`config.mk`:
```
export PLATFORM = sky130hd
export DESIGN_NAME = ps2_dir_decoder
export DESIGN_NICKNAME = d
export VERILOG_FILES = /design/src/rtl/ps2_dir_decoder.sv
export SDC_FILE = /design/constraint.sdc
export NUM_CORES = 1
export LEC_CHECK = 0
export CAP_MARGIN = 15
export CORE_ASPECT_RATIO = 1.1
export CORE_UTILIZATION = 49
export DETAILED_ROUTE_END_ITERATION = 12
export MAX_ROUTING_LAYER = met4
export PLACE_DENSITY = 0.78
export SYNTH_ARGS = -nofsm -noshare
export SYNTH_HDL_FRONTEND = slang
export SYNTH_SLANG_ARGS = --single-unit
```
`constraint.sdc`:
```
create_clock -name clk -period 2.1 [get_ports clk]
set_input_delay 0.525 -clock clk [delete_from_list [all_inputs] [get_ports clk]]
set_output_delay 0.525 -clock clk [all_outputs]
set_load 0.1 [all_outputs]
```
`src/rtl/ps2_dir_decoder.sv`:
```
// PS/2 keyboard front end for the snake game: decodes arrow/WASD scan codes into a 2-bit direction.
// Define PS2_TYPEMATIC_FILTER_EN to suppress auto-repeat make codes for keys already held.
module ps2_dir_decoder #(
    parameter int FILTER_LEN     = 8,
    parameter int TIMEOUT_CYCLES = 50000
) (
    input  logic       clk,
    input  logic       resetn,
    input  logic       ps2_clk,
    input  logic       ps2_dat,
    output logic [1:0] dir,
    output logic       dir_valid,
    output logic [3:0] key_held,
    output logic       frame_err
);

    localparam int FILT_W = $clog2(FILTER_LEN + 1);
    localparam int TO_W   = $clog2(TIMEOUT_CYCLES + 1);
    localparam logic [FILT_W-1:0] FILT_LAST = FILT_W'(FILTER_LEN - 1);
    localparam logic [TO_W-1:0]   TO_LAST   = TO_W'(TIMEOUT_CYCLES - 1);

    typedef enum logic [1:0] {IDLE, DATA, PARITY, STOP} rxState_t;

    logic              clkSync1_q, clkSync2_q;
    logic              datSync1_q, datSync2_q;
    logic              filtClk_q, filtClk_d;
    logic [FILT_W-1:0] filtCnt_q, filtCnt_d;
    logic              fall_q, fall_d;

    rxState_t          state_q;
    logic [2:0]        bitCnt_q;
    logic [7:0]        shift_q;
    logic              parity_q;
    logic [TO_W-1:0]   toCnt_q;
    logic [7:0]        rxByte_q;
    logic              byteValid_q;
    logic              frameErr_q;

    logic              ext_q, brk_q;
    logic [1:0]        dir_q;
    logic              dirValid_q;
    logic [3:0]        keyHeld_q;

    logic              keyHit;
    logic [1:0]        keyCode;
    logic [3:0]        keyOneHot;
    logic              repeatMake;

    always_ff @(posedge clk or negedge resetn) begin
        if (!resetn) begin
            clkSync1_q <= 1'b1;
            clkSync2_q <= 1'b1;
            datSync1_q <= 1'b1;
            datSync2_q <= 1'b1;
        end else begin
            clkSync1_q <= ps2_clk;
            clkSync2_q <= clkSync1_q;
            datSync1_q <= ps2_dat;
            datSync2_q <= datSync1_q;
        end
    end

    // The filtered level flips only after FILTER_LEN disagreeing samples in a row.
    always_comb begin
        filtClk_d = filtClk_q;
        filtCnt_d = '0;
        if (clkSync2_q != filtClk_q) begin
            if (filtCnt_q == FILT_LAST) begin
                filtClk_d = clkSync2_q;
            end else begin
                filtCnt_d = filtCnt_q + 1'b1;
            end
        end
    end

    assign fall_d = filtClk_q & ~filtClk_d;

    always_ff @(posedge clk or negedge resetn) begin
        if (!resetn) begin
            filtClk_q <= 1'b1;
            filtCnt_q <= '0;
            fall_q    <= 1'b0;
        end else begin
            filtClk_q <= filtClk_d;
            filtCnt_q <= filtCnt_d;
            fall_q    <= fall_d;
        end
    end

    always_ff @(posedge clk or negedge resetn) begin
        if (!resetn) begin
            state_q     <= IDLE;
            bitCnt_q    <= '0;
            shift_q     <= '0;
            parity_q    <= 1'b0;
            toCnt_q     <= '0;
            rxByte_q    <= '0;
            byteValid_q <= 1'b0;
            frameErr_q  <= 1'b0;
        end else begin
            byteValid_q <= 1'b0;
            frameErr_q  <= 1'b0;
            if (state_q == IDLE || fall_q) begin
                toCnt_q <= '0;
            end else begin
                toCnt_q <= toCnt_q + 1'b1;
            end
            case (state_q)
                IDLE: begin
                    if (fall_q && !datSync2_q) begin
                        state_q  <= DATA;
                        bitCnt_q <= '0;
                    end
                end
                DATA: begin
                    if (fall_q) begin
                        shift_q  <= {datSync2_q, shift_q[7:1]};
                        bitCnt_q <= bitCnt_q + 1'b1;
                        if (bitCnt_q == 3'd7) begin
                            state_q <= PARITY;
                        end
                    end
                end
                PARITY: begin
                    if (fall_q) begin
                        parity_q <= datSync2_q;
                        state_q  <= STOP;
                    end
                end
                STOP: begin
                    if (fall_q) begin
                        if (datSync2_q && (^{shift_q, parity_q})) begin
                            rxByte_q    <= shift_q;
                            byteValid_q <= 1'b1;
                        end else begin
                            frameErr_q <= 1'b1;
                        end
                        state_q <= IDLE;
                    end
                end
                default: state_q <= IDLE;
            endcase
            // A fall pulse in the expiry cycle keeps the frame alive.
            if (state_q != IDLE && !fall_q && toCnt_q == TO_LAST) begin
                state_q    <= IDLE;
                frameErr_q <= 1'b1;
                toCnt_q    <= '0;
            end
        end
    end

    always_comb begin
        keyHit  = 1'b0;
        keyCode = 2'd0;
        if (ext_q) begin
            case (rxByte_q)
                8'h6B: begin keyHit = 1'b1; keyCode = 2'd0; end
                8'h74: begin keyHit = 1'b1; keyCode = 2'd1; end
                8'h75: begin keyHit = 1'b1; keyCode = 2'd2; end
                8'h72: begin keyHit = 1'b1; keyCode = 2'd3; end
                default: keyHit = 1'b0;
            endcase
        end else begin
            case (rxByte_q)
                8'h1C: begin keyHit = 1'b1; keyCode = 2'd0; end
                8'h23: begin keyHit = 1'b1; keyCode = 2'd1; end
                8'h1D: begin keyHit = 1'b1; keyCode = 2'd2; end
                8'h1B: begin keyHit = 1'b1; keyCode = 2'd3; end
                default: keyHit = 1'b0;
            endcase
        end
    end

    assign keyOneHot = 4'b0001 << keyCode;

`ifdef PS2_TYPEMATIC_FILTER_EN
    assign repeatMake = keyHeld_q[keyCode];
`else
    assign repeatMake = 1'b0;
`endif

    // Prefix bytes only set flags; any other byte consumes and clears them.
    always_ff @(posedge clk or negedge resetn) begin
        if (!resetn) begin
            ext_q      <= 1'b0;
            brk_q      <= 1'b0;
            dir_q      <= 2'd1;
            dirValid_q <= 1'b0;
            keyHeld_q  <= '0;
        end else begin
            dirValid_q <= 1'b0;
            if (byteValid_q) begin
                case (rxByte_q)
                    8'hE0: ext_q <= 1'b1;
                    8'hF0: brk_q <= 1'b1;
                    default: begin
                        ext_q <= 1'b0;
                        brk_q <= 1'b0;
                        if (keyHit) begin
                            if (brk_q) begin
                                keyHeld_q <= keyHeld_q & ~keyOneHot;
                            end else begin
                                keyHeld_q <= keyHeld_q | keyOneHot;
                                if (!repeatMake) begin
                                    dir_q      <= keyCode;
                                    dirValid_q <= 1'b1;
                                end
                            end
                        end
                    end
                endcase
            end
        end
    end

    assign dir       = dir_q;
    assign dir_valid = dirValid_q;
    assign key_held  = keyHeld_q;
    assign frame_err = frameErr_q;

endmodule

```
==> impl_metrics.tcl, run 1 <==
set metrics [dict create \
    status "finished, final reports clean" \
    wl_per_cell_um 13.0 \
    p_per_area_nw_per_um2 848 \
    clk_pin_slew_worst_paths_ns 0.08 \
    clock_skew_ns 0.0184 \
    holdBufCountCts 0 \
    r2r-start "shift_q[4]" \
    final_common_cell "dfrtp_1" \
    rsz0062_at_grt "false" \
    yosys-top-cells-area "dfrtp_1, mux2_2, dfstp_2" \
    core_area_um2 5500 \
    vdd_ir_drop_max_mv 0.527 \
    path_class "reg -> reg" \
    async_flop_share 1.00 \
    dp_hpwl_um 3200 \
    slowest_delay_ns 0.46 \
    grt_usage 0.181 \
    synth_area_um2 2850 \
    min_period_over_period 0.934 \
    fin_cells 352 \
    clk_latency_ns 0.35 \
    max_freq_mhz 510 \
    post-route-drc-count 0 \
    holdCritPathClass "in -> async" \
    path_cells "xnor2_1 > xnor3_1 > xnor2_2 > nand4_4 > mux2_2" \
    synthCells 248 \
    dp_cells 336 \
    die_h_um 82.0 \
    rr_endpoint "rxByte_q[7]" \
    grt_pass1_wl_um 7910 \
    ys_seq_area_frac 0.521 \
    synthDistinctLibCells 45 \
    dieWidth_um 74.7 \
    drive_above_1_share 0.213 \
    ys.warnings.count 0 \
    numCtsBuffers 9 \
    maxCapViolCount 0 \
    antenna_found_initial 0 \
    cts_tree "done" \
    wl_um 4590 \
    dr.pass1.iters 4 \
    clockBufferDepth 2 \
    setup_violations 0 \
    h-tree-depth 3 \
    cts-root-buf "clkbuf_8" \
    cp_slowest_cell "xnor3_1" \
    worstPathArrival_ns 2.18 \
    hold_viol_final 0 \
    final_cell_mix "dfrtp_1, nor2_1, mux2_2, inv_1, xnor2_1" \
    worst-r2r-setup-slack_ns 0.14 \
    num_io_pins 12 \
    diodes 0 \
    worstSetupStartpointType "flop" \
    ys.flop_type "dfrtp_1" \
    critPathTopFamily "XOR/XNOR gates" \
    rows 28 \
    area_delta_synth_final_pct 15.2 \
    cts_repair_resize_count 0 \
    period_minus_slack_ns 1.96 \
    synth_nets 261 \
    routed_via_density 5.32 \
    cts.sinks 59 \
    end_kind "flop" \
    grt-ovfl-total 0 \
    num_vias 1871 \
    total_leakage_power_nw 1.55 \
    die-area_um2 6120 \
    worst_pin_slew_ns 0.382 \
    slew_viol_final 0 \
    yosys.area.top_type "dfrtp_1" \
    gp_congestion 0.781 \
    drtIter0Drc 187 \
    grt_start_max_net_pins 60 \
    ant_nets 0 \
    synth_seq_cells 59 \
    numPortBuffers 11 \
    critical_path_required_ns 2.32 \
    synthDominantCellAreaShare 0.466 \
    critical_path_buf_inv_count 0 \
    crit_fanout 9 \
    fin_nets 285 \
    initial_core_util 0.518 \
    post_cts_buffers 0 \
    synth-edff-count 0 \
    reg2regPathDepth 5 \
    fin_tns_setup_ns 0 \
    syn_avg_cell_area_um2 11.5 \
    grt_pass1_vias 1805 \
    max_slew_margin 0.742 \
]
==> final cells by class <==
class / count / area, um^2
sequential: 59 / 1480
timing repair buffer: 16 / 148
multi-input combinational: 170 / 1290
tap: 75 / 93.8
clock inverter: 4 / 50.0
clock buffer: 12 / 155
fill: 463 / 2220
inverter: 16 / 60.1
==> metal layers <==
layer  routed length, um  up-vias  track usage  part of all wire
li1                    -      922            -                 -
met1                2130      904        0.212              0.46
met2                2190       34        0.276              0.48
met3                 166       11       0.0638             0.036
met4                 106        0       0.0906             0.023
met5                   0        -            -                 0
==> synth_stat cells, types with 3 or more instances <==
cell / count
nand3b_1: 3
mux2i_1: 4
nand3_1: 8
o21ai_0: 3
nor3_1: 3
nor4b_1: 4
nand4_1: 6
xor2_1: 6
and3b_1: 5
nor3b_1: 4
dfrtp_1: 53
a22o_1: 4
o211ai_1: 4
inv_1: 16
nor2b_1: 5
mux2_2: 20
nor2_1: 26
dfstp_2: 6
ha_1: 9
xnor2_1: 15
and3_1: 3
a21oi_1: 7
nand2_1: 10
==> flip-flops by register name, indices dropped and copies added (netlist names), named ones only <==
name	cells
datSync2_q	1
filtClk_q	1
dir_valid	1
state_q	2
ext_q	1
dir	2
parity_q	1
datSync1_q	1
brk_q	1
rxByte_q	8
clkSync2_q	1
clkSync1_q	1
frame_err	1
byteValid_q	1
shift_q	8
bitCnt_q	3
toCnt_q	16
filtCnt_q	4
fall_q	1
==> metrics by stage <==
stage / setup slack [ns] / hold slack, ns / power, W / instance area (um^2) / utilization
finish: 0.138 / 0.160 / 0.00278 / 3280 / 0.596
floorplan: 0.284 / 0.229 / 0.00163 / 2850 / -
global route: 0.0337 / 0.183 / 0.00293 / 3280 / 0.596
global placement: 0.211 / 0.346 / 0.00173 / 3080 / 0.559
detailed placement: 0.127 / 0.349 / 0.00176 / 3080 / 0.559
CTS: 0.115 / 0.176 / 0.00282 / 3280 / 0.596
==> how the worst max path moves through the flow <==
stage | from | end | slack (ns) | cells past startpoint
final | shift_q[4] | rxByte_q[7] | 0.14 | 5
after global routing | shift_q[4] | rxByte_q[4] | 0.03 | 5
after CTS | shift_q[4] | rxByte_q[7] | 0.11 | 5
after detailed placement | shift_q[4] | rxByte_q[7] | 0.13 | 5
after global placement | shift_q[5] | rxByte_q[5] | 0.21 | 5
after floorplan | state_q[0] | toCnt_q[10] | 0.28 | 8
==> logic make-up after synthesis <==
logic type      share of synthesized area
buf+inv                            0.0263
xor+xnor                           0.0782
fa+ha+maj                          0.0395
mux                                0.0931
simple gates                        0.172
compound gates                     0.0703
flops                               0.521
==> power by group <==
part           internal, W  switching (W)  total [W]  leakage (nW)
Clock             0.000611       0.000444    0.00105        0.0986
Combinational     0.000190       0.000241   0.000431         0.658
Sequential         0.00123      0.0000678    0.00130         0.794
No activity file was read; power rests on OpenSTA's default activity.
==> inputs of run 2 (changes only) <==
SKIP_LAST_GASP = 1   (was default)
==> results of run 2 <==
Final layout, timing and power as in run 1 (identical DEF).
